===== src/rtl/pipeline_sequencer.sv =====
// ---------------------------------------------------------------------------
// pipeline_sequencer
// Central stall/flush sequencer for a 5-stage pipeline. Resolves data-cache
// misses, instruction refills, load-use hazards, branch redirects and halt.
// Optional build macro: HAZARD_STATS_EN adds saturating stall/flush counters;
// without it stall_cycles and flush_events are tied to zero.
// Revision: 1.0
// ---------------------------------------------------------------------------
`default_nettype none

module pipeline_sequencer (
  input  logic        CLK,
  input  logic        nRST,
  input  logic        ihit,
  input  logic        dhit,
  input  logic        dREN_mem,
  input  logic        dWEN_mem,
  input  logic        dREN_ex,
  input  logic        rf_wen_ex,
  input  logic [4:0]  Rt_ex,
  input  logic [4:0]  Rs_id,
  input  logic [4:0]  Rt_id,
  input  logic        redirect_mem,
  input  logic        halt_mem,
  output logic        fd_stall,
  output logic        de_stall,
  output logic        em_stall,
  output logic        mw_stall,
  output logic        fd_flush,
  output logic        de_flush,
  output logic        em_flush,
  output logic        mw_flush,
  output logic        pc_en,
  output logic        halted,
  output logic [1:0]  state,
  output logic [31:0] stall_cycles,
  output logic [31:0] flush_events
);

  typedef enum logic [1:0] {
    RUN     = 2'b00,
    MEMWAIT = 2'b01,
    REFILL  = 2'b10,
    HALT    = 2'b11
  } state_t;

  state_t state_q, state_d;
  logic   redirect_pend_q, redirect_pend_d;

  logic load_use;
  logic mem_pend;

  assign load_use = dREN_ex & rf_wen_ex & (Rt_ex != 5'd0) &
                    ((Rt_ex == Rs_id) | (Rt_ex == Rt_id));
  assign mem_pend = (dREN_mem | dWEN_mem) & ~dhit;
  assign state    = state_q;
  // The MEM/WB bubble is reserved and never used by this sequencer.
  assign mw_flush = 1'b0;

  // State and deferred-redirect registers; reset drops any pending redirect.
  always_ff @(posedge CLK, negedge nRST) begin
    if (!nRST) begin
      state_q         <= RUN;
      redirect_pend_q <= 1'b0;
    end else begin
      state_q         <= state_d;
      redirect_pend_q <= redirect_pend_d;
    end
  end

  // Next-state and per-stage stall/flush/PC decode.
  always_comb begin
    state_d         = state_q;
    redirect_pend_d = redirect_pend_q;
    fd_stall        = 1'b0;
    de_stall        = 1'b0;
    em_stall        = 1'b0;
    mw_stall        = 1'b0;
    fd_flush        = 1'b0;
    de_flush        = 1'b0;
    em_flush        = 1'b0;
    pc_en           = 1'b0;
    halted          = 1'b0;
    case (state_q)
      RUN: begin
        if (halt_mem) begin
          // Halt outranks a pending miss: the core stops regardless.
          state_d = HALT;
        end else if (mem_pend) begin
          state_d  = MEMWAIT;
          fd_stall = 1'b1;
          de_stall = 1'b1;
          em_stall = 1'b1;
          mw_stall = 1'b1;
        end else if (redirect_mem & ihit) begin
          fd_flush = 1'b1;
          de_flush = 1'b1;
          em_flush = 1'b1;
          pc_en    = 1'b1;
        end else if (load_use & ihit) begin
          // Hold IF/ID and insert a bubble into ID/EX for one cycle.
          fd_stall = 1'b1;
          de_flush = 1'b1;
        end else begin
          pc_en = ihit;
        end
      end
      MEMWAIT: begin
        fd_stall = 1'b1;
        de_stall = 1'b1;
        em_stall = 1'b1;
        // Release MEM/WB in the hit cycle so it captures the load data.
        mw_stall = ~dhit;
        if (redirect_mem) redirect_pend_d = 1'b1;
        if (dhit) state_d = REFILL;
      end
      REFILL: begin
        // MEM/WB already captured the result; holding it avoids a double write.
        mw_stall = 1'b1;
        pc_en    = ihit;
        if (ihit) begin
          state_d         = RUN;
          redirect_pend_d = 1'b0;
          if (redirect_pend_q) begin
            fd_flush = 1'b1;
            de_flush = 1'b1;
            em_flush = 1'b1;
          end
        end
      end
      HALT: begin
        halted   = 1'b1;
        fd_stall = 1'b1;
        de_stall = 1'b1;
        em_stall = 1'b1;
        mw_stall = 1'b1;
      end
      default: state_d = RUN;
    endcase
  end

`ifdef HAZARD_STATS_EN
  logic [31:0] stall_cycles_q;
  logic [31:0] flush_events_q;

  // Saturating count of cycles the PC is frozen while the core is still live.
  always_ff @(posedge CLK, negedge nRST) begin
    if (!nRST) begin
      stall_cycles_q <= 32'd0;
    end else if (!pc_en && !halted && (stall_cycles_q != 32'hFFFF_FFFF)) begin
      stall_cycles_q <= stall_cycles_q + 32'd1;
    end
  end

  // Saturating count of front-end flush cycles.
  always_ff @(posedge CLK, negedge nRST) begin
    if (!nRST) begin
      flush_events_q <= 32'd0;
    end else if (fd_flush && (flush_events_q != 32'hFFFF_FFFF)) begin
      flush_events_q <= flush_events_q + 32'd1;
    end
  end

  assign stall_cycles = stall_cycles_q;
  assign flush_events = flush_events_q;
`else
  assign stall_cycles = 32'd0;
  assign flush_events = 32'd0;
`endif

endmodule

`default_nettype wire


===== config.mk =====
export PLATFORM = sky130hd
export DESIGN_NAME = pipeline_sequencer
export DESIGN_NICKNAME = d
export VERILOG_FILES = /design/src/rtl/pipeline_sequencer.sv
export SDC_FILE = /design/constraint.sdc
export NUM_CORES = 1
export LEC_CHECK = 0
export ABC_CLOCK_PERIOD_IN_PS = 2000
export CORE_ASPECT_RATIO = 0.8
export CORE_MARGIN = 1.5
export CORE_UTILIZATION = 29
export DETAILED_ROUTE_END_ITERATION = 12
export MAX_ROUTING_LAYER = met4
export PLACE_DENSITY = 0.84
export SYNTH_ARGS = -nofsm -noshare
export SYNTH_HDL_FRONTEND = slang
export SYNTH_SLANG_ARGS = --single-unit

===== constraint.sdc =====
create_clock -name CLK -period 2 [get_ports CLK]
set_clock_uncertainty 0.15 [all_clocks]
set_input_delay 0.4 -clock CLK [delete_from_list [all_inputs] [get_ports CLK]]
set_output_delay 0.4 -clock CLK [all_outputs]
set_load 0.01 [all_outputs]

### Word-level counts from Yosys, hierarchy flattened

Index checks and enable logic that the tools add are counted.

| word-level totals | value |
|---|---|
| flip-flop bits (word level) | 3 |
| latch bits | 0 |
| bits in writable memories | 0 |
| bits in read-only memories | 0 |
| output and inout bits | 76 |
| word-level logic and storage cells | 61 |
| memories kept | 0 |

| operators by class | value |
|---|---|
| add/sub/neg operators | 0 |
| multiply operators | 0 |
| div/mod/pow operators | 0 |
| order comparisons | 0 |
| equal/unequal tests | 9 |
| shifts and indexed selects | 0 |
| multiplexer cells | 33 |
| bitwise logic cells | 9 |
| reductions and logical operators | 8 |

Operator list:

| cell | count |
|---|---|
| 2-to-1 mux 1 bit | 21 |
| one-hot mux 1 bit (2 select lines) | 6 |
| equality test 5 bit | 2 |
| 2-to-1 mux 2 bit | 4 |
| bitwise AND 1 bit | 6 |
| != test 2 bit, second input constant | 3 |
| one-hot mux 2 bit (3 select lines) | 1 |
| nonzero test 5 bit | 1 |
| equality test 2 bit, second input constant | 2 |
| AND reduction 4 bit | 1 |
| OR reduction 2 bit | 2 |
| != test 3 bit, second input constant | 1 |
| one-hot mux 1 bit (3 select lines) | 1 |
| AND reduction 3 bit | 1 |
| nonzero test 3 bit | 1 |
| equality test 2 x 1 -> 1 bit, second input constant | 1 |
| zero test 2 bit | 1 |
| OR 1 bit | 2 |
| nonzero test 2 bit | 1 |
| inverter 1 bit | 1 |

### Depth between registers and ports, before layout

| depth | value |
|---|---|
| depth after elaboration | 9 |
| mapped depth | 7 |

### Worst setup path after synthesis

No wires, ideal clock.

| path | value |
|---|---|
| kind | register -> output |
| start point | reg state_q[0] (netlist: state[0]) |
| end point | out em_stall |
| arrival | 1515 ps |
| required time | 1450 ps |
| path slack | -65 ps |
| cell stages (with the launch flop) | 8 |
| path buffers | 1 |
| path through | dfrtp_1 -> inv_1 -> ha_1 -> nor2b_1 -> nor2b_1 -> o31ai_1 -> inv_1 -> buf_4 |

| on the way | value |
|---|---|
| longest elaborated chain between the ends | 3 |
| elaborated cells between the ends (all ways) | 5 |
| classes of those cells | 2 x eq/ne; 1 x mux; 2 x reduce/logical |

Ends and longest elaborated chain:

| what | line | RTL |
|---|---|---|
| start, declared | 47 | `state_t state_q, state_d;` |
| start signal, assigned | 66 | `state_q <= state_d;` |
| equality test 2 x 1 -> 1 bit or equality test 2 bit (tied branches) | - |  |
| OR reduction 2 bit (no source line) | - |  |
| one-hot mux 1 bit (2 select lines) (*) | - |  |
| end, declared | 27 | `output logic em_stall,` |

Mark *: on every way between the ends. The rest lies on a longest branch, timed or not.

### Worst setup path after layout

| path | value |
|---|---|
| start point | in Rt_ex[3] |
| end point | out fd_stall |

| on the way | value |
|---|---|
| longest elaborated chain between the ends | 9 |
| elaborated cells between the ends (all ways) | 12 |
| classes of those cells | 2 x eq/ne; 5 x mux; 4 x bitwise; 1 x reduce/logical |

Ends and longest elaborated chain:

| what | line | RTL |
|---|---|---|
| start, declared | 20 | `input logic [4:0] Rt_ex,` |
| equality test 5 bit or nonzero test 5 bit (tied branches) | 54, 53 |  |
| OR 1 bit or bitwise AND 1 bit (tied branches) | 54, 53 |  |
| bitwise AND 1 bit (*) | 53 | `assign load_use = dREN_ex & rf_wen_ex & (Rt_ex != 5'd0) &` |
| bitwise AND 1 bit (*) | 100 | `end else if (load_use & ihit) begin` |
| 2-to-1 mux 1 bit (*) | 100 |  |
| 2-to-1 mux 1 bit (*) | 95 | `end else if (redirect_mem & ihit) begin` |
| 2-to-1 mux 1 bit (*) | 89 | `end else if (mem_pend) begin` |
| 2-to-1 mux 1 bit (*) | 86 | `if (halt_mem) begin` |
| one-hot mux 1 bit (2 select lines) (*) | 84 | `case (state_q)` |
| end, declared | 25 | `output logic fd_stall,` |

Marked as above.

==> qor.log <==
INFO  clock_network  tritoncts_clock_tree=yes
INFO  grt            largest_net_degree_at_the_start_of_global_routing=7
INFO  placed_design  post_dp_cell_area=0.001290mm^2
INFO  setup_path     setup.worst_path.end_class=primary output
INFO  die            std_cell_rows=18
INFO  status         result_of_the_run=complete, but fails checks
INFO  layout         post_route_cell_area=0.001488mm^2
INFO  synth          synth-seq-cells=3
INFO  timing         timing_hold_violations_final=0
INFO  timing         timing_max_transition_violations_final=0
INFO  clock_network  cts-htree-levels=1
INFO  clock_network  clkSlewWorstSetupHoldPaths=0.03ns
INFO  synth          mean_syn_cell_area=7.716um^2
INFO  placed_design  dp_cells=219
INFO  min_path       worst_hold_path_type=input port to async pin
INFO  synth          yosysTopAreaCell=sky130_fd_sc_hd__buf_4
INFO  setup_path     critical_path.slowest_cell=sky130_fd_sc_hd__or4_4
INFO  clock_network  ctsHoldBuffers=0
INFO  clock_network  cts_sinks=3
INFO  die            dieHeight=54.79um
INFO  synth          synth_top_cells_by_area=sky130_fd_sc_hd__buf_4 (52%), sky130_fd_sc_hd__xnor2_1 (9.0%), sky130_fd_sc_hd__dfrtp_1 (7.7%), sky130_fd_sc_hd__ha_1 (5.1%), sky130_fd_sc_hd__a21oi_1 (2.6%)
INFO  synth          synth.yosys.seq_area_share=7.722%
INFO  setup_path     critical_path_peak_fanout=2
INFO  pwr            p_leak=0.7560nW
INFO  status         failed_checks=setup timing
INFO  pwr            max-vdd-ir-drop=0.0006413V
INFO  drt            drt-total-wl=2113um
INFO  layout         antennaDiodeCount=0
INFO  setup_path     cp-start-kind=input port
INFO  placed_design  place.detailed.hpwl=1838um
INFO  setup_path     required_time_of_the_critical_path=1.45ns
INFO  placed_design  gp_congestion=0.7984
INFO  layout         area.growth.synth_to_final=53.02%
INFO  synth          synthesis.area=972.2um^2
INFO  timing         setup_viol=7
INFO  synth          yosys_warnings=0
INFO  grt            busiest_layer=met2
INFO  layout         seq_area=75.07um^2
INFO  drt            postRouteAntennaNets=0
INFO  clock_network  insertion_delay=0.22ns
INFO  clock_network  cts-root-to-sink-buffers=2
INFO  drt            drt-wirelength-per-cell=9.268um
INFO  timing         timing.final.crit_share=110.4%
INFO  timing         max_clock_freq=0.4529GHz
INFO  setup_path     worstPathArrival=1.66ns
INFO  layout         combined_area_of_the_multi_input_logic_cells=757.0um^2
INFO  timing         finalHoldWorstSlack=0.2196ns
INFO  synth          syn-instance-count=126
INFO  die            initial_core_utilization=31.06%
INFO  layout         mostFrequentLayoutCells=sky130_fd_sc_hd__conb_1 (65), sky130_fd_sc_hd__buf_4 (22), sky130_fd_sc_hd__clkdlybuf4s50_1 (16), sky130_fd_sc_hd__buf_6 (11), sky130_fd_sc_hd__xnor2_1 (9)
INFO  grt            grt.met1_usage=11.98%
INFO  die            pin_count=101
INFO  grt            grt_pass1_wl=3008um
INFO  synth          yosys.area.top_type_share=51.74%
INFO  grt            gr-usage-met2=21.57%
INFO  die            die_area=0.003711mm^2
INFO  layout         finish.cell_count_without_fillers=228
INFO  pwr            pwr_density_cell=1066mW/mm^2
INFO  timing         layout_min_cycle_time=2.208ns
INFO  timing         final_critical_path_setup_slack=-0.2078ns
INFO  grt            grt-ovfl-total=0
INFO  grt            grtUsageMet3=1.440%
INFO  flow_run       max_cap_check_violation_count=0
INFO  setup_path     crit_cells=7
INFO  setup_path     worst_path_largest_cell_delay=0.53ns
INFO  placed_design  number_of_buffers_added_on_ports=35
INFO  setup_path     worstPathCellList=buf_6 -> or4_4 -> o211ai_2 -> buf_4 -> nor4_2 -> a21bo_1 -> buf_6
INFO  synth          post_synth_num_cell_types=27
INFO  setup_path     worst-path-buf-inv=3
INFO  drt            via_per_inst=3.504
INFO  grt            globalRouteTotalUtil=11.40%
INFO  setup_path     critical-path-top-delay-family=simple AND/OR/NAND/NOR gates
INFO  drt            firstDrtPassIters=4
INFO  setup_path     timing.setup.critical_path_class=input port to primary output
INFO  timing         grt_setup_unrepaired=yes
INFO  clock_network  ctsRootBufferMaster=sky130_fd_sc_hd__clkbuf_8
INFO  drt            drtIter0Drc=13
INFO  layout         layout-drive-gt1-share=32.98%
INFO  setup_path     critical_path.most_common_cell=sky130_fd_sc_hd__buf_6
INFO  drt            routed-via-count=799
INFO  layout         final_nets=218
INFO  grt            via_count_of_the_first_global_routing_pass=669
INFO  drt            detail_route.drc_violations=0
INFO  timing         totalNegativeSetupSlack=-0.9596ns
INFO  clock_network  numCtsBuffers=3
INFO  grt            antenna_found_initial=0
INFO  layout         most_common_library_cell_in_the_layout_ignoring_fill_and_taps=sky130_fd_sc_hd__conb_1
INFO  die            fp.coreArea=0.003131mm^2
INFO  layout         layout.filler_cells=317
INFO  setup_path     rr_worst_depth=9
INFO  die            chipWidth=67.74um
-- worst paths after layout --
kind                                 start              end  slack, ns
setup / recovery                  Rt_ex[3]         fd_stall      -0.21
hold / removal                        nRST         state[0]       0.22
setup reg to reg                  state[1]         state[0]       0.15
hold reg to reg            redirect_pend_q  redirect_pend_q       0.37
max in group asynchronous             nRST         state[1]       1.34
min in group CLK           redirect_pend_q  redirect_pend_q       0.37
-- through the flow --
stage,utilization [%],setup slack [ns],power (mW)
3_3_place_gp,41.21,-0.8591,1.167
6_report,47.52,-0.2078,1.585
3_5_place_dp,41.21,-0.9007,1.195
4_1_cts,45.44,-0.2328,1.480
5_1_grt,47.52,-0.2474,1.714
2_1_floorplan,-,0.002481,0.7328
-- synth_stat cells --
cell                        number
sky130_fd_sc_hd__buf_4          67
sky130_fd_sc_hd__a32o_1          1
sky130_fd_sc_hd__a2111oi_2       1
sky130_fd_sc_hd__nand2_1         4
sky130_fd_sc_hd__ha_1            4
sky130_fd_sc_hd__nand3_1         2
sky130_fd_sc_hd__nor3b_1         1
sky130_fd_sc_hd__o21ai_0         2
sky130_fd_sc_hd__nor2b_1         4
sky130_fd_sc_hd__xnor2_1        10
sky130_fd_sc_hd__a21o_1          1
sky130_fd_sc_hd__o31ai_1         1
sky130_fd_sc_hd__nor4_1          1
sky130_fd_sc_hd__o211ai_2        1
sky130_fd_sc_hd__a21oi_1         5
sky130_fd_sc_hd__a211oi_1        1
sky130_fd_sc_hd__nor2_1          3
sky130_fd_sc_hd__conb_1          1
sky130_fd_sc_hd__a21bo_1         1
sky130_fd_sc_hd__inv_1           5
sky130_fd_sc_hd__o22ai_1         1
sky130_fd_sc_hd__dfrtp_1         3
sky130_fd_sc_hd__o21bai_1        2
sky130_fd_sc_hd__mux2i_1         1
sky130_fd_sc_hd__or4_4           1
sky130_fd_sc_hd__nor3_1          1
sky130_fd_sc_hd__and3_1          1
-- per-layer routing --
layer  wire (um)  up-vias
met2        1188       33
met1         792      359
met5           0        -
met4          27        0
li1            -      403
met3         104        4
-- cell type report --
class                      instances  share of cell area [%]
inverter                           5                   1.430
sequential                         3                   5.046
clock buffer                       4                   3.028
tap                               40                   3.364
multi-input combinational        115                   50.88
timing repair buffer              61                   36.25
-- cells by family after synthesis --
kind of cell               after synthesis  synth area share (%)
AOI/OAI and AO/OA                       17                 13.00
xor gates and xnor gates                10                 9.009
adders and majority gates                4                 5.148
buffers and inverters                   72                 53.67
DFF                                      3                 7.722
muxes                                    1                 1.030
other                                    1                0.3857
and+or+nand+nor                         18                 10.04
-- where the power goes --
group | switching, mW | internal [mW] | total (mW)
sequential | 0.0209 | 0.0909 | 0.112
combinational | 0.573 | 0.726 | 1.30
clock | 0.0390 | 0.136 | 0.175
-- registers in the layout (all words and copies together), names as in the netlist --
register	count
redirect_pend_q	1
state	2
-- repair_timing --
item	4_1_cts	5_1_grt
setup buffers	3	2
setup endpoints to repair	9	10
pin swaps	11	6
gates resized for setup	81	8
Power figures use the tool's default switching activity.
